File: src/rtl/mips_instr_encoder.sv
// Purpose  : packs symbolic instruction commands into 32-bit MIPS words and streams them into
//            instruction memory, one load session (start..finish) at a time.
// Latency  : an accepted legal command appears on imem_we/imem_addr/imem_wdata on the next cycle.
// Backpress: a pending write holds until imem_ready is high; cmd_ready drops while the write
//            is stalled, while the pending word fills the last slot, and outside LOAD.
// Ports    : clk/rst (sync, active-high); start/finish session pulses; cmd_* valid/ready command
//            input; imem_* backpressured write port; words_written/full session progress;
//            done session-closed pulse; err_illegal/err_count rejected-command reporting.
module mips_instr_encoder #(
    parameter int ADDR_W = 8,
    parameter int DEPTH  = 256
) (
    input  logic              clk,
    input  logic              rst,
    input  logic              start,
    input  logic              finish,
    input  logic              cmd_valid,
    output logic              cmd_ready,
    input  logic [4:0]        cmd_op,
    input  logic [4:0]        cmd_rs,
    input  logic [4:0]        cmd_rt,
    input  logic [4:0]        cmd_rd,
    input  logic [4:0]        cmd_shamt,
    input  logic [15:0]       cmd_imm,
    output logic              imem_we,
    input  logic              imem_ready,
    output logic [ADDR_W-1:0] imem_addr,
    output logic [31:0]       imem_wdata,
    output logic [ADDR_W:0]   words_written,
    output logic              full,
    output logic              done,
    output logic              err_illegal,
    output logic [7:0]        err_count
);

    localparam logic [4:0] OP_ADDU    = 5'd0;
    localparam logic [4:0] OP_SUBU    = 5'd1;
    localparam logic [4:0] OP_MULT    = 5'd2;
    localparam logic [4:0] OP_MULTU   = 5'd3;
    localparam logic [4:0] OP_AND     = 5'd4;
    localparam logic [4:0] OP_OR      = 5'd5;
    localparam logic [4:0] OP_NOR     = 5'd6;
    localparam logic [4:0] OP_XOR     = 5'd7;
    localparam logic [4:0] OP_SLL     = 5'd8;
    localparam logic [4:0] OP_SRL     = 5'd9;
    localparam logic [4:0] OP_SRA     = 5'd10;
    localparam logic [4:0] OP_MFHI    = 5'd11;
    localparam logic [4:0] OP_MFLO    = 5'd12;
    localparam logic [4:0] OP_SLT     = 5'd13;
    localparam logic [4:0] OP_SLTU    = 5'd14;
    localparam logic [4:0] OP_NOP     = 5'd15;
    localparam logic [4:0] OP_GPIO_WR = 5'd16;
    localparam logic [4:0] OP_GPIO_RD = 5'd17;
    localparam logic [4:0] OP_LUI     = 5'd18;
    localparam logic [4:0] OP_ADDIU   = 5'd19;
    localparam logic [4:0] OP_ANDI    = 5'd20;
    localparam logic [4:0] OP_ORI     = 5'd21;
    localparam logic [4:0] OP_XORI    = 5'd22;
    localparam logic [4:0] OP_SLTI    = 5'd23;

    localparam logic [ADDR_W:0] LAST_SLOT = (ADDR_W + 1)'(DEPTH - 1);

    typedef enum logic [1:0] {S_IDLE, S_LOAD, S_DRAIN, S_FULL} state_t;

    state_t            state_q, state_d;
    logic              we_q, we_d;
    logic [ADDR_W-1:0] addr_q, addr_d;
    logic [31:0]       wdata_q, wdata_d;
    logic [ADDR_W:0]   cnt_q, cnt_d;
    logic              done_q, done_d;
    logic              ill_q, ill_d;
    logic [7:0]        errc_q, errc_d;

    // ---------------------------------------------------------------
    // Command encoder: per-op field keep-masks, funct/opcode, legality
    // ---------------------------------------------------------------
    logic [5:0]  funct, opcode;
    logic        is_itype, legal;
    logic        keep_rs, keep_rt, keep_rd, keep_sh;
    logic [31:0] enc_word;

    always_comb begin
        funct    = 6'b000000;
        opcode   = 6'b000000;
        is_itype = 1'b0;
        legal    = 1'b1;
        keep_rs  = 1'b1;
        keep_rt  = 1'b1;
        keep_rd  = 1'b1;
        keep_sh  = 1'b0;
        case (cmd_op)
            OP_ADDU:  funct = 6'b100001;
            OP_SUBU:  funct = 6'b100011;
            OP_MULT:  begin funct = 6'b011000; keep_rd = 1'b0; end
            OP_MULTU: begin funct = 6'b011001; keep_rd = 1'b0; end
            OP_AND:   funct = 6'b100100;
            OP_OR:    funct = 6'b100101;
            OP_NOR:   funct = 6'b100111;
            OP_XOR:   funct = 6'b100110;
            // A zero shift amount would alias NOP / GPIO in the decoder, so refuse it.
            OP_SLL:   begin funct = 6'b000000; keep_rs = 1'b0; keep_sh = 1'b1; legal = (cmd_shamt != 5'd0); end
            OP_SRL:   begin funct = 6'b000010; keep_rs = 1'b0; keep_sh = 1'b1; legal = (cmd_shamt != 5'd0); end
            OP_SRA:   begin funct = 6'b000011; keep_rs = 1'b0; keep_sh = 1'b1; legal = (cmd_shamt != 5'd0); end
            OP_MFHI:  begin funct = 6'b010000; keep_rs = 1'b0; keep_rt = 1'b0; end
            OP_MFLO:  begin funct = 6'b010010; keep_rs = 1'b0; keep_rt = 1'b0; end
            OP_SLT:   funct = 6'b101010;
            OP_SLTU:  funct = 6'b101011;
            OP_NOP:   begin keep_rs = 1'b0; keep_rt = 1'b0; keep_rd = 1'b0; end
            // GPIO ops are the shift encodings with the shift amount pinned to 0.
            OP_GPIO_WR: begin funct = 6'b000010; keep_rs = 1'b0; end
            OP_GPIO_RD: begin funct = 6'b000011; keep_rs = 1'b0; end
            OP_LUI:   begin is_itype = 1'b1; opcode = 6'b001111; keep_rs = 1'b0; end
            OP_ADDIU: begin is_itype = 1'b1; opcode = 6'b001001; end
            OP_ANDI:  begin is_itype = 1'b1; opcode = 6'b001100; end
            OP_ORI:   begin is_itype = 1'b1; opcode = 6'b001101; end
            OP_XORI:  begin is_itype = 1'b1; opcode = 6'b001110; end
            OP_SLTI:  begin is_itype = 1'b1; opcode = 6'b001010; end
            default:  legal = 1'b0;
        endcase

        if (is_itype) begin
            enc_word = {opcode, (keep_rs ? cmd_rs : 5'd0), cmd_rt, cmd_imm};
        end else begin
            enc_word = {6'b000000,
                        (keep_rs ? cmd_rs    : 5'd0),
                        (keep_rt ? cmd_rt    : 5'd0),
                        (keep_rd ? cmd_rd    : 5'd0),
                        (keep_sh ? cmd_shamt : 5'd0),
                        funct};
        end
    end

    // ---------------------------------------------------------------
    // Handshake and session control
    // ---------------------------------------------------------------
    logic last_slot_pending, accept, commit;

    // The in-flight word already claims the final slot, so nothing more may be taken.
    assign last_slot_pending = we_q && (cnt_q == LAST_SLOT);
    assign cmd_ready = (state_q == S_LOAD) && (!we_q || imem_ready) && !last_slot_pending;
    assign accept    = cmd_valid && cmd_ready;
    assign commit    = we_q && imem_ready;

    always_comb begin
        state_d = state_q;
        we_d    = we_q;
        addr_d  = addr_q;
        wdata_d = wdata_q;
        cnt_d   = cnt_q;
        done_d  = 1'b0;
        ill_d   = 1'b0;
        errc_d  = errc_q;

        if (commit) begin
            we_d   = 1'b0;
            addr_d = addr_q + 1'b1;
            cnt_d  = cnt_q + 1'b1;
        end

        // Accept may coincide with commit: the new word overwrites the slot just freed.
        if (accept) begin
            if (legal) begin
                we_d    = 1'b1;
                wdata_d = enc_word;
            end else begin
                ill_d = 1'b1;
                if (errc_q != 8'hFF) begin
                    errc_d = errc_q + 8'd1;
                end
            end
        end

        case (state_q)
            S_IDLE: begin
                if (start) begin
                    state_d = S_LOAD;
                    addr_d  = '0;
                    cnt_d   = '0;
                end
            end
            S_LOAD: begin
                if (finish) begin
                    state_d = S_DRAIN;
                end else if (commit && (cnt_q == LAST_SLOT)) begin
                    state_d = S_FULL;
                end
            end
            S_DRAIN: begin
                if (!we_q || imem_ready) begin
                    state_d = S_IDLE;
                    done_d  = 1'b1;
                end
            end
            S_FULL: begin
                if (finish) begin
                    state_d = S_IDLE;
                    done_d  = 1'b1;
                end
            end
            default: state_d = S_IDLE;
        endcase
    end

    always_ff @(posedge clk) begin
        if (rst) begin
            state_q <= S_IDLE;
            we_q    <= 1'b0;
            addr_q  <= '0;
            wdata_q <= '0;
            cnt_q   <= '0;
            done_q  <= 1'b0;
            ill_q   <= 1'b0;
            errc_q  <= '0;
        end else begin
            state_q <= state_d;
            we_q    <= we_d;
            addr_q  <= addr_d;
            wdata_q <= wdata_d;
            cnt_q   <= cnt_d;
            done_q  <= done_d;
            ill_q   <= ill_d;
            errc_q  <= errc_d;
        end
    end

    assign imem_we       = we_q;
    assign imem_addr     = addr_q;
    assign imem_wdata    = wdata_q;
    assign words_written = cnt_q;
    assign full          = (state_q == S_FULL);
    assign done          = done_q;
    assign err_illegal   = ill_q;
    assign err_count     = errc_q;

endmodule

File: config.mk
export PLATFORM = sky130hd
export DESIGN_NAME = mips_instr_encoder
export DESIGN_NICKNAME = d
export VERILOG_FILES = /design/src/rtl/mips_instr_encoder.sv
export SDC_FILE = /design/constraint.sdc
export NUM_CORES = 1
export LEC_CHECK = 0
export CORE_MARGIN = 1
export CORE_UTILIZATION = 41
export CTS_BUF_LIST = sky130_fd_sc_hd__clkbuf_4
export CTS_CLUSTER_DIAMETER = 50
export DETAILED_ROUTE_END_ITERATION = 10
export GPL_TIMING_DRIVEN = 0
export PLACE_DENSITY = 0.88
export SLEW_MARGIN = 20
export SYNTH_ARGS = -nofsm -noshare
export SYNTH_HDL_FRONTEND = slang
export SYNTH_SLANG_ARGS = --single-unit
File: constraint.sdc
create_clock -name clk -period 2.3 [get_ports clk]
set_clock_uncertainty 0.15 [all_clocks]
set_input_delay 0.69 -clock clk [delete_from_list [all_inputs] [get_ports clk]]
set_output_delay 0.69 -clock clk [all_outputs]
set_load 0.05 [all_outputs]
# [Word-level counts from Yosys, hierarchy flattened]
# Index checks and enable logic that the tools add are counted.
[op_classes] muxes=29 addsub=3 eq_ne=32 bitwise_logic=2 n_reduce_logical=24
[ops] op="one-hot mux 6 bit (14 select lines)" n=1
[ops] op="equality test 5 x 4 -> 1 bit (second input constant)" n=8
[ops] op="equality test 5 bit (second input constant)" n=8
[ops] op="2-to-1 mux 32 bit" n=1
[ops] op="2-to-1 mux 9 bit" n=3
[ops] op="2-to-1 mux 8 bit" n=3
[ops] op="one-hot mux 4 bit (6 select lines)" n=1
[ops] op="OR reduction 21 bit" n=1
[ops] op="equality test 5 x 3 -> 1 bit (second input constant)" n=4
[ops] op="2-to-1 mux 5 bit" n=4
[ops] op="adder 8 x 1 -> 8 bit (second input constant)" n=2
[ops] op="equality test 5 x 2 -> 1 bit (second input constant)" n=2
[ops] op="2-to-1 mux 2 bit" n=5
[ops] op="adder 9 x 1 -> 9 bit (second input constant)" n=1
[ops] op="equality test 9 x 8 -> 1 bit (second input constant)" n=1
[ops] op="OR reduction 3 bit" n=3
[ops] op="OR reduction 9 bit" n=1
[ops] op="2-to-1 mux 1 bit" n=8
[ops] op="!= test 8 bit (second input constant)" n=1
[ops] op="one-hot mux 2 bit (4 select lines)" n=1
[ops] op="logical AND 1 bit" n=6
[ops] op="!= test 2 bit (second input constant)" n=3
[ops] op="OR reduction 2 bit" n=3
[ops] op="OR reduction 6 bit" n=1
[ops] op="other kinds (14)" n=18
[totals] elab_cells=98 reg_bits=62 out_inout_bits=62

# [Depth between registers and ports, before layout]
# Gate-level depths: netlist (run 1).
[depth] depth_word=7 depth_mapped=11

# [Worst setup path before layout (run 1)]
# OpenSTA, ideal clock, no wires.
[synth_path] kind="register to output" startpoint="register cnt_q[2], in the netlist words_written[2]" endpoint="output cmd_ready" setup_slack_ns=-0.589 n_path_buf=0 t_required_ns=1.460 path_stages_with_launch=7 t_arrival_ns=2.049 path_cell_list="dfxtp_1 -> and3_1 -> nand3_1 -> nor2_1 -> ha_1 -> nand2b_4 -> a21oi_1"
[synth_between] elab_chain_cells=4
[synth_lines] item="start, declared" line_no="69" source="logic [ADDR_W:0] cnt_q, cnt_d;"
[synth_lines] item="start signal, assigned" line_no="219" source="cnt_q <= cnt_d;"
[synth_lines] item="equality test 9 x 8 -> 1 bit" line_no="139" source="assign last_slot_pending = we_q && (cnt_q == LAST_SLOT);"
[synth_lines] item="logical AND 1 bit" line_no="139"
[synth_lines] item="logical NOT 1 bit" line_no="140" source="assign cmd_ready = (state_q == S_LOAD) && (!we_q || imem_ready) && !last_slot_pending;"
[synth_lines] item="logical AND 1 bit" line_no="140"
[synth_lines] item="end, declared" line_no="18" source="output logic cmd_ready,"
# Every way passes these cells.

# [Final worst setup path (run 1)]
[layout_path] startpoint="register cnt_q[3], in the netlist words_written[3]" endpoint="output cmd_ready"
# Same word-level chain as after synthesis.

==> results of run 1 <==
worst max path at each step:
stage                     startpoint       endpoint  slack, ns  depth (start not counted)
global placement          imem_ready      cmd_ready      -0.84                          4
detailed placement        imem_ready      cmd_ready      -0.83                          4
global route        words_written[3]      cmd_ready      -0.30                          7
finish              words_written[3]      cmd_ready      -0.25                          7
floorplan           words_written[4]  imem_wdata[2]      -0.19                         10
CTS                 words_written[2]      cmd_ready      -0.24                          7
critical path: stages (launching register included):
cell      delay, ns
dfxtp_4        0.37
and3_4         0.19
nand3_4        0.09
nor2_4         0.04
ha_4           0.15
nand2b_4       0.15
a21oi_2        0.13
buf_6          0.17
cell families (layout without fill, tap and decap cells):
group	after synthesis	after routing	share of synthesized area (%)
AO/OA/AOI/OAI	81	81	20.4
XOR/XNOR	15	15	4.66
adder cells (fa/ha/maj)	4	4	1.77
buffers and inverters	32	176	5.01
flip-flops	60	60	42.6
multiplexers	3	3	1.06
other	1	2	0.133
AND/OR/NAND/NOR	141	141	24.4
layer usage:
metal	GRT usage, %	wire (um)
met2	42.7	4690
met4	12.6	337
met5	0	0
met1	30.4	3750
met3	5.35	657
cells in the mapped netlist, drive strengths merged (2+ instances only):
cell type / number / area, um^2
nand2b: 8 / 65.1
nand2: 26 / 97.6
or3: 5 / 31.3
and3: 4 / 25.0
buf: 10 / 58.8
mux2i: 3 / 30.0
ha: 4 / 50.1
clkbuf: 15 / 56.3
a211oi: 5 / 55.1
nor2b: 6 / 37.5
o211ai: 2 / 20.0
a22o: 7 / 61.3
a221oi: 10 / 87.6
or4: 3 / 22.5
a22oi: 4 / 30.0
a21oi: 27 / 135
nand4: 6 / 37.5
and2: 3 / 18.8
dfxtp: 60 / 1200
o21ai: 10 / 50.1
nor2: 47 / 176
xor2: 13 / 114
nand3: 14 / 70.1
xnor2: 2 / 17.5
o22ai: 2 / 12.5
nor3: 14 / 70.1
nor3b: 2 / 15.0
inv: 7 / 26.3
repair_timing:
item,in CTS,in global routing
resized for setup,113,63
pin swaps,24,23
setup endpoints to repair,99,44
buffers inserted,17,6
cloned,2,2
stage by stage:
stage	worst slack, ns	hold WS [ns]	cell area, um^2
3_3_place_gp	-0.836	0.286	4050
5_1_grt	-0.300	0.329	4730
2_1_floorplan	-0.194	0.342	2910
6_report	-0.248	0.304	4730
4_1_cts	-0.238	0.306	4460
3_5_place_dp	-0.829	0.294	4050
power by group through the flow:
stage / clock, mW / combinational (mW) / sequential (mW)
2_1_floorplan: 0 / 0.159 / 1.16
3_3_place_gp: 0 / 0.391 / 1.09
3_5_place_dp: 0 / 0.395 / 1.09
4_1_cts: 0.732 / 0.429 / 1.07
5_1_grt: 0.784 / 0.499 / 1.07
6_report: 0.728 / 0.473 / 1.07
state kept, by name (all words and copies together) (netlist names):
signal and cells:
err_illegal 1, imem_wdata 30, done 1, state_q 2
imem_we 1, imem_addr 8, words_written 9, err_count 8
final cells by class:
type / instances / area (um^2)
Clock buffer: 9 / 67.6
Timing Repair Buffer: 129 / 1230
Multi-Input combinational cell: 246 / 1870
Fill cell: 486 / 1760
Tap cell: 77 / 96.3
Buffer: 24 / 150
Inverter: 7 / 26.3
Clock inverter: 7 / 67.6
Sequential cell: 60 / 1220
==> summary.txt, run 1 <==
Final layout
  – Commonest non-fill, non-tap cells in the layout: dlygate4sd2_1 (57), dfxtp_1 (54), nor2_1 (42)
  – Commonest non-fill, non-tap cell in the layout: dlygate4sd2_1
  – Area delta synth->final: 67.7%
  – Non-filler instance count after layout: 559
  – Final Core Density: 72.9%
  – Share of layout cells above drive strength 1: 26.6%
  – Ant. Diodes: 0
  – Final #Nets: 528

Synth
  – Syn Inst Count: 337
  – Main synth FF type: dfxtp_1
  – Mapped Area: 2820 um^2
  – Syn. warnings: 0
  – Syn_area_per_cell: 8.37 um^2
  – Post-synth ARST share: 0%
  – Number of synthesized flops with an enable pin: 0
  – Seq cells post-synth: 60
  – Sequential-to-total area share from yosys stat: 42.6%
  – Netlist cell types: 53

Pwr
  – Flop pwr share: 47.1%
  – Total power: 2.27 mW
  – Sw Share: 30.7%
  – PD cells: 480 nW/um^2
  – Switching power of the nets: 0.698 mW
  – P_leak: 1.96 nW
  – Clock network fraction of total power: 32.0%
  – Peak VDD IR: 0.000368 V
  – Combinational power share: 20.8%
  – Int Pwr: 1.57 mW

Global routing
  – Pin count of the biggest net entering global routing: 12
  – First-pass GRT wire length: 14400 um
  – Vias in the first global route: 3029
  – GRT Overall Usage: 25.3%
  – Grt ovf: 0
  – Antenna violations before repair: 0

STA
  – Relative slew slack: 55.9%
  – Count of final setup violators: 33
  – Setup_tns: -3.22 ns
  – Slew @ Worst Pin: 0.661 ns
  – Slew Viols, Final: 0
  – RSZ-0062 raised after global routing: yes
  – Min Tclk post-route: 2.55 ns
  – Final Cycle Share: 111%
  – Fmax: 392 MHz
  – Setup slack after layout: -0.248 ns
  – Final hold violation count: 0

Routing
  – Avg Vias per Cell: 5.63
  – Post-Route WL: 9430 um
  – Vias: 3146
  – TritonRoute pass-1 iters: 8
  – DR DRC count: 7
  – Wire per inst: 16.9 um
  – Routed Antenna Nets: 0
  – Initial drt markers: 218

Worst hold path
  – Worst Hold Class: flop to flop
  – Min-delay src: imem_wdata[20]
  – Worst Hold Path EP: imem_wdata[20]
  – WHS Path Cells: 2

Clocking
  – CTS Buffer Depth: 2
  – CTS buffer count: 9
  – H-tree levels: 3
  – TritonCTS clock tree: done
  – Root Driver: clkbuf_4
  – Reg clk slew, reported paths: 0.12 ns
  – CTS Sinks: 60
  – Skew-Pair Late Insertion Delay: 0.41 ns
  – Hold_buf cts: 0

Place
  – DP HPWL: 6020 um
  – IO buf count: 104
  – Placed cells: 519
  – GPL Wtd Cong: 0.852

Critical path
  – R2R cell count: 12
  – CP Max Fanout: 2
  – Reg2reg setup slack: -0.18 ns
  – WS Path Type: flop to primary output
  – Worst EP required: 1.46 ns
  – Origin of the critical flop-to-flop path: words_written[3]
  – Crit. End Element: primary output
  – Startpoint types: flop
  – Worst r2r dst: imem_wdata[12]
  – CP arrival: 1.71 ns

Floorplan
  – Die X: 85.0 um
  – Die area: 7220 um^2
  – Die height: 85.0 um
  – Core area: 6490 um^2
  – Row cnt: 29
  – Initial Util: 43.4%
  – I/O pin count: 109

Run
  – Max_cap viols: 0

Outcome
  – Violated checks: DRC, setup timing
  – Status: complete, but fails checks
Power figures use the tool's default switching activity.
==> run 2, diff against run 1 <==
==> constraint.sdc (replaced) <==
create_clock -name clk -period 2.3 [get_ports clk]
set_clock_uncertainty 0.15 [all_clocks]
set_input_delay 0.69 -clock clk [delete_from_list [all_inputs] [get_ports clk]]
set_output_delay 0.69 -clock clk [all_outputs]
set_load 0.02 [all_outputs]
==> summary.txt, run 2 (synthesis results as in run 1) <==
Floorplan
  – Core area: 6490 um^2 (unchanged)
  – Die X: 85.0 um (unchanged)
  – Initial Util: 43.4% (unchanged)
  – Die height: 85.0 um (unchanged)
  – I/O pin count: 109 (unchanged)
  – Die area: 7220 um^2 (unchanged)
  – Row cnt: 29 (unchanged)

Global routing
  – Pin count of the biggest net entering global routing: 11 (-1)
  – First-pass GRT wire length: 13900 um (-3.1%)
  – GRT Overall Usage: 24.7% (-0.60 points)
  – Grt met2 use: 43.6% (+0.88 points)
  – Vias in the first global route: 2881 (-4.9%)
  – Grt ovf: 0 (unchanged)
  – Met3 Use GR: 5.64% (+0.29 points)
  – GR peak layer: met2
  – Antenna violations before repair: 0 (unchanged)
  – M1 GR Usage: 28.6% (-1.8 points)

Critical path
  – Slowest CP cell: dfxtp_4
  – Crit. End Element: primary output
  – Worst r2r dst: imem_wdata[12]
  – Worst EP required: 1.46 ns (about the same)
  – CP Max Fanout: 2 (unchanged)
  – Critical path's largest stage delay: 0.37 ns (about the same)
  – R2R cell count: 12 (unchanged)
  – Cell chain of the critical path: and3_4 > nand3_4 > nor2_4 > ha_4 > nand2b_4 > a21oi_4 > buf_6
  – Reg2reg setup slack: -0.17 ns (about the same)
  – WS Path Type: flop to primary output
  – Startpoint types: flop
  – CP arrival: 1.67 ns (-0.04 ns)
  – Origin of the critical flop-to-flop path: words_written[2]

Pwr
  – P_leak: 2.08 nW (+6.0%)
  – Peak VDD IR: 0.000406 V (+10%)
  – PD cells: 484 nW/um^2 (+0.82%)
  – Total power: 2.39 mW (+5.4%)

Worst hold path
  – Min-delay src: imem_wdata[2]
  – Worst Hold Class: flop to flop
  – Worst Hold Path EP: imem_wdata[2]
  – WHS Path Cells: 2 (unchanged)

STA
  – Final Cycle Share: 109% (-1.5 points)
  – Setup slack after layout: -0.213 ns (+0.0344 ns)
  – Hold slack: 0.307 ns (+0.00274 ns)
  – Relative slew slack: 50.4% (-5.5 points)
  – Slew Viols, Final: 0 (unchanged)
  – Final hold violation count: 0 (unchanged)
  – RSZ-0062 raised after global routing: yes
  – Min Tclk post-route: 2.51 ns (-0.0344 ns)
  – Fmax: 398 MHz (+1.4%)
  – Count of final setup violators: 35 (+6.1%)
  – Slew @ Worst Pin: 0.744 ns (+0.0827 ns)

Routing
  – Avg Vias per Cell: 5.67 (+0.79%)
  – Initial drt markers: 229 (+5.0%)
  – Vias: 3188 (+1.3%)
  – TritonRoute pass-1 iters: 9 (+1)
  – Post-Route WL: 10300 um (+8.9%)
  – Wire per inst: 18.3 um (+8.3%)
  – Routed Antenna Nets: 0 (unchanged)
  – DR DRC count: 6 (-1)

Outcome
  – Violated checks: DRC, setup timing
  – Status: complete, but fails checks

Clocking
  – H-tree levels: 3 (unchanged)
  – Skew-Pair Late Insertion Delay: 0.42 ns (about the same)
  – CTS Buffer Depth: 2 (unchanged)
  – TritonCTS clock tree: done
  – Hold_buf cts: 0 (unchanged)
  – CTS buffer count: 9 (unchanged)
  – Reg clk slew, reported paths: 0.12 ns (about the same)
  – Root Driver: clkbuf_4
  – CTS Sinks: 60 (unchanged)

Final layout
  – Final #Nets: 531 (+0.57%)
  – Share of layout cells above drive strength 1: 27.2% (+0.66 points)
  – Commonest non-fill, non-tap cell in the layout: clkdlybuf4s50_1
  – Final instance area: 4950 um^2 (+4.5%)
  – Commonest non-fill, non-tap cells in the layout: clkdlybuf4s50_1 (74), dfxtp_1 (55), nor2_1 (43)
  – Ant. Diodes: 0 (unchanged)
  – Area delta synth->final: 75.3%
  – Non-filler instance count after layout: 562 (+0.54%)
  – Max reg flops: 30 (unchanged)

Run
  – Max_cap viols: 0 (unchanged)

Place
  – Area after DPL: 4020 um^2 (-0.71%)
  – IO buf count: 104 (unchanged)
  – Placed cells: 519 (unchanged)
  – DP HPWL: 6050 um (+0.55%)
  – GPL Wtd Cong: 0.850 (-0.23%)
run 2: cell count changes in the layout (fill, tap and decap cells not counted), sizes merged, moves of 2 or more:
cell,previous run,this run
clkdlybuf4s50,40,74
dlymetal6s2s,0,15
clkinv,4,2
dlygate4sd2,57,14
clkdlybuf4s15,5,0
clkbuf,23,26
run 2: final cells by class:
cell class | instances | area [um^2]
Timing Repair Buffer | 131 | 1360
Inverter | 7 | 26.3
Buffer | 25 | 184
Clock buffer | 11 | 82.6
Tap cell | 77 | 96.3
Multi-Input combinational cell | 246 | 1910
Clock inverter | 5 | 76.3
Sequential cell | 60 | 1210
Fill cell | 415 | 1550
run 2: repair_timing:
action	4_1_cts	5_1_grt
setup endpoints to repair	49	49
endpoints found under the hold margin	0	0
gates cloned	1	3
resized for setup	61	88
pin swaps	17	34
buffers inserted	13	11
run 2: report_power, final:
group / leakage (nW) / internal, mW / switching, mW
Sequential: 0.488 / 1.06 / 0.0179
Clock: 0.0845 / 0.461 / 0.398
Combinational: 1.51 / 0.219 / 0.240
Total: 2.08 / 1.74 / 0.655
run 2: worst max path at each step:
stage | from | to | slack (ns) | cells past startpoint
floorplan | words_written[2] | imem_wdata[2] | -0.13 | 10
global placement | imem_ready | imem_wdata[8] | -0.70 | 7
detailed placement | imem_ready | imem_wdata[14] | -0.75 | 7
CTS | words_written[3] | cmd_ready | -0.23 | 7
global route | words_written[2] | cmd_ready | -0.27 | 7
finish | words_written[2] | cmd_ready | -0.21 | 7
run 2: per-stage QoR:
step | setup slack [ns] | utilization (%) | TNS [ns]
after detailed placement | -0.749 | 61.9 | -30.00
after global routing | -0.272 | 76.2 | -5.34
after CTS | -0.230 | 68.6 | -0.709
after floorplan | -0.130 | - | -0.652
after global placement | -0.699 | 61.9 | -28.92
final | -0.213 | 76.2 | -3.17
run 2: layer usage:
metal,wire (um),vias up,part of all wire [%]
met5,0,-,0
li1,-,1479,-
met1,3940,1516,38
met2,5280,163,51
met4,330,0,3.2
met3,717,30,7.0
run 2: worst max-delay path: cells and delay by family, from the launching register on:
kind	cells	cell delay (ns)
compound gates	1	0.06
buf+inv	1	0.13
fa+ha+maj	1	0.13
simple gates	4	0.55
flops	1	0.37
==> run 3, diff against run 2 <==
--- a/config.mk
+++ b/config.mk
@@ -6,13 +6,14 @@
 export NUM_CORES = 1
 export LEC_CHECK = 0
 export CORE_MARGIN = 1
-export CORE_UTILIZATION = 41
+export CORE_UTILIZATION = 45
 export CTS_BUF_LIST = sky130_fd_sc_hd__clkbuf_4
 export CTS_CLUSTER_DIAMETER = 50
 export DETAILED_ROUTE_END_ITERATION = 10
 export GPL_TIMING_DRIVEN = 0
-export PLACE_DENSITY = 0.88
+export PLACE_DENSITY = 0.91
 export SLEW_MARGIN = 20
 export SYNTH_ARGS = -nofsm -noshare
 export SYNTH_HDL_FRONTEND = slang
 export SYNTH_SLANG_ARGS = --single-unit
+export TNS_END_PERCENT = 20
==> constraint.sdc (replaced) <==
create_clock -name clk -period 2.58 [get_ports clk]
set_clock_uncertainty 0.15 [all_clocks]
set_input_delay 0.774 -clock clk [delete_from_list [all_inputs] [get_ports clk]]
set_output_delay 0.774 -clock clk [all_outputs]
set_load 0.02 [all_outputs]
==> summary.txt, run 3 (synthesis results as in run 1) <==
STA
  – Slew @ Worst Pin: 0.600 ns (-0.144 ns)
  – Relative slew slack: 60.0% (+9.6 points)
  – Setup slack after layout: -0.00450 ns (+0.209 ns)
  – Min Tclk post-route: 2.58 ns
  – Final Cycle Share: 100%
  – Fmax: 387 MHz
  – RSZ-0062 raised after global routing: yes
  – Final hold violation count: 0 (unchanged)
  – Count of final setup violators: 1 (-97%)
  – Slew Viols, Final: 0 (unchanged)

Routing
  – Wire per inst: 15.2 um (-17%)
  – Avg Vias per Cell: 5.56 (-2.0%)
  – DR DRC count: 0 (-6)
  – Vias: 3030 (-5.0%)
  – Post-Route WL: 8260 um (-20%)
  – Initial drt markers: 168 (-27%)
  – Routed Antenna Nets: 0 (unchanged)
  – TritonRoute pass-1 iters: 4 (-5)

Pwr
  – PD cells: 445 nW/um^2 (-8.1%)
  – Total power: 1.92 mW (-20%)
  – Peak VDD IR: 0.000360 V (-11%)
  – P_leak: 1.56 nW (-25%)

Critical path
  – CP arrival: 1.66 ns (about the same)
  – Worst r2r dst: imem_wdata[2]
  – CP Max Fanout: 3 (+1)
  – Critical path's largest stage delay: 0.36 ns (about the same)
  – Slowest CP cell: dfxtp_2
  – Worst EP required: 1.66 ns (+0.20 ns)
  – WS Path Type: flop to primary output
  – Startpoint types: flop
  – R2R cell count: 10 (-2)
  – Cell chain of the critical path: and3_4 > nand3_4 > nor2_2 > ha_2 > nand2b_4 > a21oi_2 > buf_6
  – Crit. End Element: primary output
  – Reg2reg setup slack: 0.06 ns (+0.23 ns)
  – Origin of the critical flop-to-flop path: words_written[2]

Clocking
  – Root Driver: clkbuf_4
  – TritonCTS clock tree: done
  – CTS Buffer Depth: 2 (unchanged)
  – Skew-Pair Late Insertion Delay: 0.41 ns (about the same)
  – H-tree levels: 3 (unchanged)
  – CTS buffer count: 9 (unchanged)
  – Reg clk slew, reported paths: 0.09 ns (-0.03 ns)
  – CTS Sinks: 60 (unchanged)

Outcome
  – Violated checks: setup timing
  – Status: complete, but fails checks

Global routing
  – Vias in the first global route: 2810 (-2.5%)
  – Pin count of the biggest net entering global routing: 11 (unchanged)
  – GRT Overall Usage: 26.2% (+1.5 points)
  – First-pass GRT wire length: 13000 um (-6.8%)
  – Grt ovf: 0 (unchanged)
  – Antenna violations before repair: 0 (unchanged)

Place
  – Placed cells: 517 (-0.39%)
  – IO buf count: 104 (unchanged)
  – DP HPWL: 5980 um (-1.3%)
  – GPL Wtd Cong: 1.01 (+19%)

Final layout
  – Final #Nets: 516 (-2.8%)
  – Area delta synth->final: 52.6%
  – Commonest non-fill, non-tap cell in the layout: clkdlybuf4s50_1
  – Share of layout cells above drive strength 1: 14.9% (-12 points)
  – Ant. Diodes: 0 (unchanged)
  – Max reg flops: 30 (unchanged)
  – Final Core Density: 71.9% (-4.3 points)
  – Non-filler instance count after layout: 545 (-3.0%)
  – Fill count: 482 (+16%)
  – Commonest non-fill, non-tap cells in the layout: clkdlybuf4s50_1 (98), dfxtp_1 (54), nor2_1 (46)

Floorplan
  – Die X: 81.2 um (-4.4%)
  – Die height: 81.2 um (-4.4%)
  – Core area: 5990 um^2 (-7.8%)
  – Die area: 6590 um^2 (-8.7%)
  – I/O pin count: 109 (unchanged)
  – Row cnt: 28 (-3.4%)
  – Initial Util: 47.1% (+3.7 points)

Worst hold path
  – Worst Hold Path EP: imem_wdata[16]
  – Min-delay src: imem_wdata[16]
  – WHS Path Cells: 2 (unchanged)
  – Worst Hold Class: flop to flop

Run
  – Max_cap viols: 0 (unchanged)
==> run 3: cell count changes in the layout (fill, tap and decap cells not counted), moves of 7 or more <==
| cell | change |
|---|---|
| nand2_1 | +7 |
| buf_6 | -9 |
| a21oi_1 | +7 |
| dlymetal6s2s_1 | -14 |
| dlygate4sd2_1 | -10 |
| clkdlybuf4s50_1 | +24 |
==> run 3: what timing repair did <==
item	in CTS	in global routing
hold buffers	0	0
pin swaps	11	5
buffers inserted	11	1
setup endpoints to repair	34	27
resized for setup	29	23
==> run 3: worst max-delay path: cells and delay by family, from the launching register on <==
family,cells,cell delay [ns]
AOI/OAI and AO/OA,1,0.06
DFF,1,0.36
adders and majority gates,1,0.18
buffers and inverters,1,0.13
and+or+nand+nor,4,0.53
==> run 3: report_power, final <==
group          total [mW]  internal, mW  switching (mW)
clock network       0.635         0.297           0.338
registers           0.959         0.946          0.0137
logic               0.321         0.155           0.165
==> run 3: layout make-up <==
class / count / area (um^2) / share of cell area [%]
tap: 75 / 93.8 / 2.18
clock buffer: 10 / 75.1 / 1.74
buffer: 25 / 134 / 3.11
timing repair buffer: 116 / 1130 / 26.2
multi-input combinational: 246 / 1580 / 36.8
clock inverter: 6 / 55.1 / 1.28
inverter: 7 / 26.3 / 0.610
sequential: 60 / 1210 / 28.1
==> run 3: worst max-delay path by stage <==
stage                      from        endpoint  depth (start not counted)
2_1_floorplan  words_written[4]   imem_wdata[2]                         10
3_3_place_gp         imem_ready  imem_wdata[26]                          7
3_5_place_dp         imem_ready  imem_wdata[26]                          7
4_1_cts        words_written[4]       cmd_ready                          7
5_1_grt        words_written[4]       cmd_ready                          7
6_report       words_written[4]       cmd_ready                          7
==> run 3: per-layer routing <==
layer | GRT usage [%] | up-vias | part of all wire (%)
li1 | - | 1449 | -
met1 | 30.3 | 1398 | 41
met2 | 43.7 | 149 | 48
met3 | 6.52 | 34 | 7.7
met4 | 15.0 | 0 | 3.7
met5 | 0 | - | 0
==> run 3: stage by stage <==
step / hold slack (ns) / area [um^2] / TNS, ns / setup WS, ns
after floorplan: 0.342 / 2830 / 0 / 0.0225
after global placement: 0.288 / 3960 / -19.15 / -0.591
after detailed placement: 0.293 / 3960 / -21.94 / -0.650
after CTS: 0.306 / 4240 / -0.0366 / -0.0366
after global routing: 0.321 / 4310 / -0.194 / -0.101
final: 0.304 / 4310 / -0.00450 / -0.00450
